$ cat config.mk
export PLATFORM = sky130hd
export DESIGN_NAME = lcd_spi_master_flat
export DESIGN_NICKNAME = d
export VERILOG_FILES = /design/src/rtl/lcd_spi_master_if.sv /design/src/rtl/lcd_spi_master.sv /design/src/flat_wrapper.sv
export SDC_FILE = /design/constraint.sdc
export NUM_CORES = 1
export LEC_CHECK = 0
export BUFFER_PORTS_ARGS = -buffer_cell sky130_fd_sc_hd__buf_2
export CAP_MARGIN = 25
export CORE_MARGIN = 8
export CORE_UTILIZATION = 40
export CTS_CLUSTER_SIZE = 14
export DETAILED_ROUTE_END_ITERATION = 10
export GPL_TIMING_DRIVEN = 0
export SETUP_SLACK_MARGIN = 0.4
export SLEW_MARGIN = 10
export SYNTH_ARGS = -nofsm -noshare
export SYNTH_HDL_FRONTEND = slang
export SYNTH_SLANG_ARGS = --single-unit
$ cat constraint.sdc
create_clock -name clk -period 6 [get_ports clk]
set_clock_uncertainty 0.2 [all_clocks]
set_input_delay 1.2 -clock clk [delete_from_list [all_inputs] [get_ports clk]]
set_output_delay 1.2 -clock clk [all_outputs]
set_load 0.01 [all_outputs]
$ cat src/rtl/lcd_spi_master_if.sv
// rtl/lcd_spi_master_if.sv - command word handshake between the FIFO drain logic and lcd_spi_master
interface lcd_spi_master_if;
    logic       valid;
    logic       ready;
    logic [7:0] cmd;
    logic       mode;

    modport master (output valid, output cmd, output mode, input ready);
    modport slave  (input valid, input cmd, input mode, output ready);
endinterface

$ cat src/rtl/lcd_spi_master.sv
// rtl/lcd_spi_master.sv - mode-0 SPI byte serializer for the LCD; LCD_SPI_BURST_EN keeps chip select low across back-to-back bytes
module lcd_spi_master #(
    parameter int CLK_DIV = 4
) (
    input  logic            clk,
    input  logic            rst,
    lcd_spi_master_if.slave cmd_if,
    output logic            sdcard_csn,
    output logic            flash_csn,
    output logic            lcd_csn,
    output logic            sck,
    output logic            mosi,
    output logic            lcd_dc
);
    typedef enum logic [2:0] {
        S_IDLE, S_SETUP, S_SHIFT_LO, S_SHIFT_HI, S_HOLD, S_GAP
    } state_t;

    localparam logic [7:0] PH_LAST = 8'(CLK_DIV - 1);
`ifdef LCD_SPI_BURST_EN
    localparam logic BURST = 1'b1;
`else
    localparam logic BURST = 1'b0;
`endif

    state_t     state, state_d;
    logic [7:0] phase_cnt;
    logic [2:0] bit_cnt;
    logic [7:0] shreg;
    logic       dc_q;
    logic       pending, pending_d;
    logic       ready_q, ready_d;
    logic       phase_done, accept;
    logic       csn_d, sck_d, mosi_d, dc_d;

    assign phase_done   = (phase_cnt == PH_LAST);
    assign accept       = cmd_if.valid & ready_q;
    assign cmd_if.ready = ready_q;

    always_ff @(posedge clk or posedge rst) begin
        if (rst) begin
            state     <= S_IDLE;
            phase_cnt <= '0;
            bit_cnt   <= '0;
            shreg     <= '0;
            dc_q      <= 1'b0;
            pending   <= 1'b0;
            ready_q   <= 1'b1;
        end else begin
            state   <= state_d;
            pending <= pending_d;
            ready_q <= ready_d;
            if (state_d != state || state == S_IDLE)
                phase_cnt <= '0;
            else
                phase_cnt <= phase_cnt + 8'd1;
            // Accept only happens in IDLE or HOLD, so it never collides with a shift.
            if (accept) begin
                shreg   <= cmd_if.cmd;
                dc_q    <= cmd_if.mode;
                bit_cnt <= 3'd7;
            end else if (state == S_SHIFT_HI && phase_done && bit_cnt != 3'd0) begin
                shreg   <= {shreg[6:0], 1'b0};
                bit_cnt <= bit_cnt - 3'd1;
            end
        end
    end

    always_comb begin
        state_d = state;
        case (state)
            S_IDLE:     if (accept)     state_d = S_SETUP;
            S_SETUP:    if (phase_done) state_d = S_SHIFT_LO;
            S_SHIFT_LO: if (phase_done) state_d = S_SHIFT_HI;
            S_SHIFT_HI: if (phase_done) state_d = (bit_cnt == 3'd0) ? S_HOLD : S_SHIFT_LO;
            S_HOLD:     if (phase_done) state_d = (pending | accept) ? S_SETUP : S_GAP;
            S_GAP:      if (phase_done) state_d = S_IDLE;
            default:                    state_d = S_IDLE;
        endcase
        pending_d = (state_d == S_HOLD) ? (pending | accept) : 1'b0;
        ready_d   = (state_d == S_IDLE) | (BURST & (state_d == S_HOLD) & ~pending_d);
    end

    // Chip select rises one cycle into GAP so the inter-frame high time is exactly CLK_DIV.
    always_comb begin
        sck_d  = (state == S_SHIFT_HI);
        csn_d  = (state == S_IDLE) | ((state == S_GAP) & (phase_cnt != 8'd0));
        mosi_d = mosi;
        dc_d   = lcd_dc;
        case (state)
            S_SETUP, S_SHIFT_LO, S_SHIFT_HI: begin
                mosi_d = shreg[7];
                dc_d   = dc_q;
            end
            default: ;
        endcase
    end

    always_ff @(posedge clk or posedge rst) begin
        if (rst) begin
            lcd_csn    <= 1'b1;
            sck        <= 1'b0;
            mosi       <= 1'b0;
            lcd_dc     <= 1'b0;
            sdcard_csn <= 1'b1;
            flash_csn  <= 1'b1;
        end else begin
            lcd_csn    <= csn_d;
            sck        <= sck_d;
            mosi       <= mosi_d;
            lcd_dc     <= dc_d;
            sdcard_csn <= 1'b1;
            flash_csn  <= 1'b1;
        end
    end
endmodule
$ cat src/flat_wrapper.sv
// flat-port wrapper written by rule: the top's interface ports become plain ports
module lcd_spi_master_flat 
#(
    parameter int CLK_DIV = 4
)
  (clk, rst, sdcard_csn, flash_csn, lcd_csn, sck, mosi, lcd_dc, cmd_if_valid, cmd_if_cmd, cmd_if_mode, cmd_if_ready);
  lcd_spi_master_if cmd_if_i ();
  input  logic clk;
  input  logic rst;
  output logic sdcard_csn;
  output logic flash_csn;
  output logic lcd_csn;
  output logic sck;
  output logic mosi;
  output logic lcd_dc;
  input wire logic [$bits(cmd_if_i.valid)-1:0] cmd_if_valid;
  input wire logic [$bits(cmd_if_i.cmd)-1:0] cmd_if_cmd;
  input wire logic [$bits(cmd_if_i.mode)-1:0] cmd_if_mode;
  output wire logic [$bits(cmd_if_i.ready)-1:0] cmd_if_ready;
  assign cmd_if_i.valid = cmd_if_valid;
  assign cmd_if_i.cmd = cmd_if_cmd;
  assign cmd_if_i.mode = cmd_if_mode;
  assign cmd_if_ready = cmd_if_i.ready;
  lcd_spi_master #(.CLK_DIV(CLK_DIV)) u_core (.clk(clk), .rst(rst), .cmd_if(cmd_if_i), .sdcard_csn(sdcard_csn), .flash_csn(flash_csn), .lcd_csn(lcd_csn), .sck(sck), .mosi(mosi), .lcd_dc(lcd_dc));
endmodule
### Word level (Yosys, flattened, before mapping)

Index checks and enable logic that the tools add are counted.

| cells by class | value |
|---|---|
| add/sub/neg operators | 2 |
| eq/ne operators | 8 |
| mux-type cells | 15 |
| bitwise gates (word level) | 4 |
| reductions and logical operators | 10 |

Operators by type and width:

| kind | number |
|---|---|
| two-way mux 3 bit | 10 |
| two-way mux 8 bit | 3 |
| case mux 3 bit (6 select lines) | 1 |
| == test 3 bit, second input constant | 3 |
| zero test 3 bit | 3 |
| adder 8 x 1 -> 8 bit, second input constant | 1 |
| == test 8 x 2 -> 1 bit, second input constant | 1 |
| nonzero test 8 bit | 1 |
| == test 3 x 2 -> 1 bit, second input constant | 2 |
| == test 3 x 1 -> 1 bit, second input constant | 1 |
| inequality test 3 bit | 1 |
| nonzero test 3 bit | 1 |
| OR reduction 3 bit | 1 |
| subtractor 3 x 1 -> 3 bit, second input constant | 1 |
| bitwise AND 1 bit | 2 |
| logical AND 1 bit | 2 |
| bitwise OR 1 bit | 2 |
| nonzero test 2 bit | 1 |
| logical OR 1 bit | 1 |
| two-way mux 1 bit | 1 |

| storage, ports and cells | value |
|---|---|
| register bits | 29 |
| output and inout port bits | 7 |
| word-level logic and storage cells | 50 |

### Longest topological paths before layout

| depth | value |
|---|---|
| depth in word-level cells | 8 |
| gate-level depth with buffers | 7 |

### Worst setup path before layout

No wires, ideal clock.

| path | value |
|---|---|
| kind | input to register |
| start point | in cmd_if_valid |
| end point | reg u_core.pending |
| arrival time | 1.850 ns |
| data required time | 5.713 ns |
| slack | 3.863 ns |
| cell stages on the path | 4 |
| path buffers | 0 |
| cell sequence | and2_1 > o21ai_0 > a31oi_1 > a211oi_2 |

| on the way | value |
|---|---|
| cells in the longest elaborated chain, start to end | 7 |
| elaborated cells on any way between the ends | 8 |

Ends and longest elaborated chain:

| element | line | text |
|---|---|---|
| start, declared | flat_wrapper.sv:16 | `input wire logic [$bits(cmd_if_i.valid)-1:0] cmd_if_valid;` |
| bitwise AND 1 bit * | lcd_spi_master.sv:37 | `assign accept = cmd_if.valid & ready_q;` |
| bitwise OR 1 bit | lcd_spi_master.sv:76, lcd_spi_master.sv:80 |  |
| two-way mux 3 bit (2 in a row) | lcd_spi_master.sv:76 | `S_HOLD: if (phase_done) state_d = (pending \| accept) ? S_SETUP : S_GAP;` |
| case mux 3 bit (6 select lines) | lcd_spi_master.sv:71 | `case (state)` |
| == test 3 bit | lcd_spi_master.sv:80 | `pending_d = (state_d == S_HOLD) ? (pending \| accept) : 1'b0;` |
| two-way mux 1 bit * | lcd_spi_master.sv:80 |  |
| net u_core.pending_d | lcd_spi_master.sv:31 | `logic pending, pending_d;` |
| end signal, assigned | lcd_spi_master.sv:51 | `pending <= pending_d;` |
| end, declared | lcd_spi_master.sv:31 |  |

The timed path passes the listed nets; every way through them passes the cells marked *.
A chain may end at the register's enable or synchronous reset.

### Final worst setup path

| path | value |
|---|---|
| start point | reg u_core.ready_q, in the netlist u_core.cmd_if.ready |
| end point | out cmd_if_ready |

RTL lines:

| element | line | text |
|---|---|---|
| start, declared | lcd_spi_master.sv:32 | `logic ready_q, ready_d;` |
| start signal, assigned | lcd_spi_master.sv:52 | `ready_q <= ready_d;` |
| end, declared | flat_wrapper.sv:19 | `output wire logic [$bits(cmd_if_i.ready)-1:0] cmd_if_ready;` |

No word-level cell between the ends.

==> impl_metrics.toml <==
[run_status]
outcome = "completed"

[clocking]
cts_root_buf = "clkbuf_4"
cts.clk_slew.worst_paths_ns = 0.09
ctsHoldBuffers = 0
max-clock-path-buffers = 2
h-tree-depth = 2
clock-sinks = 29
post_cts_buffers = 0
cts_tree = "built"
ctsResizeCount = 0
clk_latency_ns = 0.33
cts_inserted_buffers = 5

[worst_setup_path]
slowest_delay_ns = 0.54
worstPathArrival_ns = 1.00
cp_top_family = "flip-flops"
start_kind = "flop"
path_class = "flop to primary output"
ff2ff_path_depth = 5
worstPathCellList = "buf_2"
crit_path_max_fanout = 3
end_kind = "primary output"
cp_slowest_cell = "dfstp_2"
crit_buf_inv = 1
critical_path_depth = 1
required_ns = 4.60

[power]
vdd_drop_max_v = 0.0001579
p_leak_nw = 0.8038
total_power_mw = 0.6979
power.density_nw_per_um2 = 416.0

[sta]
max_slew_margin_pct = 58.28
hold_violations = 0
max_freq_mhz = 416.3
period_minus_slack_ns = 2.402
rsz0062_at_grt = "no"
finalSetupTns_ns = 0
max_slew.worst_pin.slew_ns = 0.6251
setup_viol = 0
fin_crit_sh_pct = 40.04
slew_viol_final = 0

[synthesis]
ys_ff_latch = 29
seq_area_frac_synth_pct = 50.61
syn_area_per_cell_um2 = 9.404
synth_cells = 153
yosysWarnings = 0
syn_area_um2 = 1439
ys_async_sr_fraction_pct = 100.0
synth_cell_types = 39
synth-edff-count = 0
synthFlopType = "dfrtp_1"

[placed_design]
dpl.hpwl_um = 2043
port_buffers = 16
place_congestion = 0.7917

[floorplan]
die_w_um = 75.98
die-height_um = 75.98
start_util_pct = 42.45
core_um2 = 3390
placementRows = 21
die-area_um2 = 5772
io_pins = 19

[detailed_routing]
drt-total-wl_um = 2803
ant_nets = 0
via_count = 1133
routed_via_density = 5.036
avgRoutedWirePerCell_um = 12.46
drt_iter0_markers = 56
drt_drc_violations_left = 0
drt_pass1_iterations = 4

[cells_and_area]
area_delta_synth_final_pct = 16.61
diodes = 0
fin_nets = 194
drive_gt1_share_pct = 21.79

[global_routing]
grt_max_degree = 17
grt_usage_pct = 10.34
grt_pass1_vias = 1079
antenna_found_initial = 0
overflow = 0
grt_pass1_wl_um = 4905

[hold_path]
hp-class = "flop to flop"
hold_depth = 1

[flow_run]
maxCapViolations = 0
worst paths after layout:
kind | startpoint | slack (ns) | to
worst min-delay path | u_core.lcd_dc$_DFFE_PP0P_ | 0.31 | u_core.lcd_dc$_DFFE_PP0P_
worst min register to register | u_core.lcd_dc$_DFFE_PP0P_ | 0.31 | u_core.lcd_dc$_DFFE_PP0P_
worst max register to register | u_core.phase_cnt[0]$_DFF_PP0_ | 3.83 | u_core.bit_cnt[1]$_DFFE_PP0P_
min in group asynchronous | rst | 0.73 | u_core.shreg[4]$_DFFE_PP0P_
worst max-delay path | u_core.cmd_if.ready$_DFF_PP1_ | 3.60 | cmd_if_ready
max in group asynchronous | rst | 4.28 | u_core.lcd_csn$_DFF_PP1_
cell usage after synthesis, types with 2 or more instances:
library cell / n / area, um2
dfrtp_1: 27 / 675.7
nand2_1: 24 / 90.09
nor2_1: 23 / 86.33
a31oi_1: 8 / 50.05
inv_1: 8 / 30.03
nand3_1: 8 / 40.04
xor2_1: 5 / 43.79
a21oi_1: 4 / 20.02
ha_1: 4 / 50.05
and3_1: 3 / 18.77
buf_2: 3 / 15.01
o21ai_0: 3 / 15.01
a21o_1: 2 / 15.01
buf_4: 2 / 15.01
dfstp_2: 2 / 52.55
mux2_2: 2 / 22.52
nand2b_1: 2 / 12.51
o21ai_1: 2 / 10.01
cell type report:
type	instances	area [um2]
Tap cell	46	57.56
Sequential cell	29	728.2
Clock inverter	1	5.005
Buffer	6	33.78
Multi-Input combinational cell	111	650.6
Timing Repair Buffer	17	107.6
Inverter	8	30.03
Fill cell	331	1712
Clock buffer	7	65.06
layout by cell type (no fill, tap or decap), drive strengths merged, types with 3 or more instances in the layout:
cell / netlist / final
dfrtp: 27 / 27
nand2: 24 / 24
nor2: 23 / 23
buf: 5 / 22
a31oi: 8 / 8
inv: 8 / 8
nand3: 8 / 8
clkbuf: 1 / 8
xor2: 5 / 5
o21ai: 5 / 5
a21oi: 4 / 4
ha: 4 / 4
and3: 3 / 3
state kept, by name, summed over array words and instances (netlist names):
| name | count |
|---|---|
| u_core.phase_cnt | 8 |
| u_core.pending | 1 |
| u_core.lcd_dc | 1 |
| u_core.dc_q | 1 |
| u_core.bit_cnt | 3 |
| u_core.shreg | 8 |
| u_core.mosi | 1 |
| u_core.sck | 1 |
| u_core.cmd_if.ready | 1 |
| u_core.lcd_csn | 1 |
| u_core.state | 3 |
power breakdown:
part,leakage [nW],total [mW],internal [mW],switching (mW)
Sequential,0.351,0.314,0.266,0.0483
Combinational,0.412,0.248,0.107,0.141
Clock,0.0413,0.136,0.0678,0.0680
kinds of logic (layout without fill, tap and decap cells):
group	count (synthesis)	count (layout)	synth area share, %
AOI/OAI and AO/OA	25	25	11.13
xor gates and xnor gates	6	6	3.652
adders and majority gates	4	4	3.478
buffers and inverters	14	39	4.434
DFF	29	29	50.61
muxes	2	2	1.565
other	1	2	0.2606
and+or+nand+nor	72	72	24.87
stage by stage:
step | area [um2] | util (%) | hold slack, ns | setup slack [ns] | std cells
floorplan | 1443 | - | 0.2417 | 3.863 | 154
global placement | 1580 | 46.62 | 0.2577 | 3.558 | 216
detailed placement | 1608 | 47.43 | 0.2924 | 3.493 | 217
CTS | 1678 | 49.50 | 0.3142 | 3.578 | 225
global route | 1678 | 49.50 | 0.3441 | 3.554 | 225
finish | 1678 | 49.50 | 0.3111 | 3.598 | 225
routing by layer:
layer	vias to the layer above	track usage [%]	routed length (um)
li1	570	-	-
met1	532	13.04	1378
met2	25	14.74	1207
met3	6	4.481	165
met4	0	4.706	52
met5	-	0	0
Note: power is estimated with default switching activity, not from simulation.
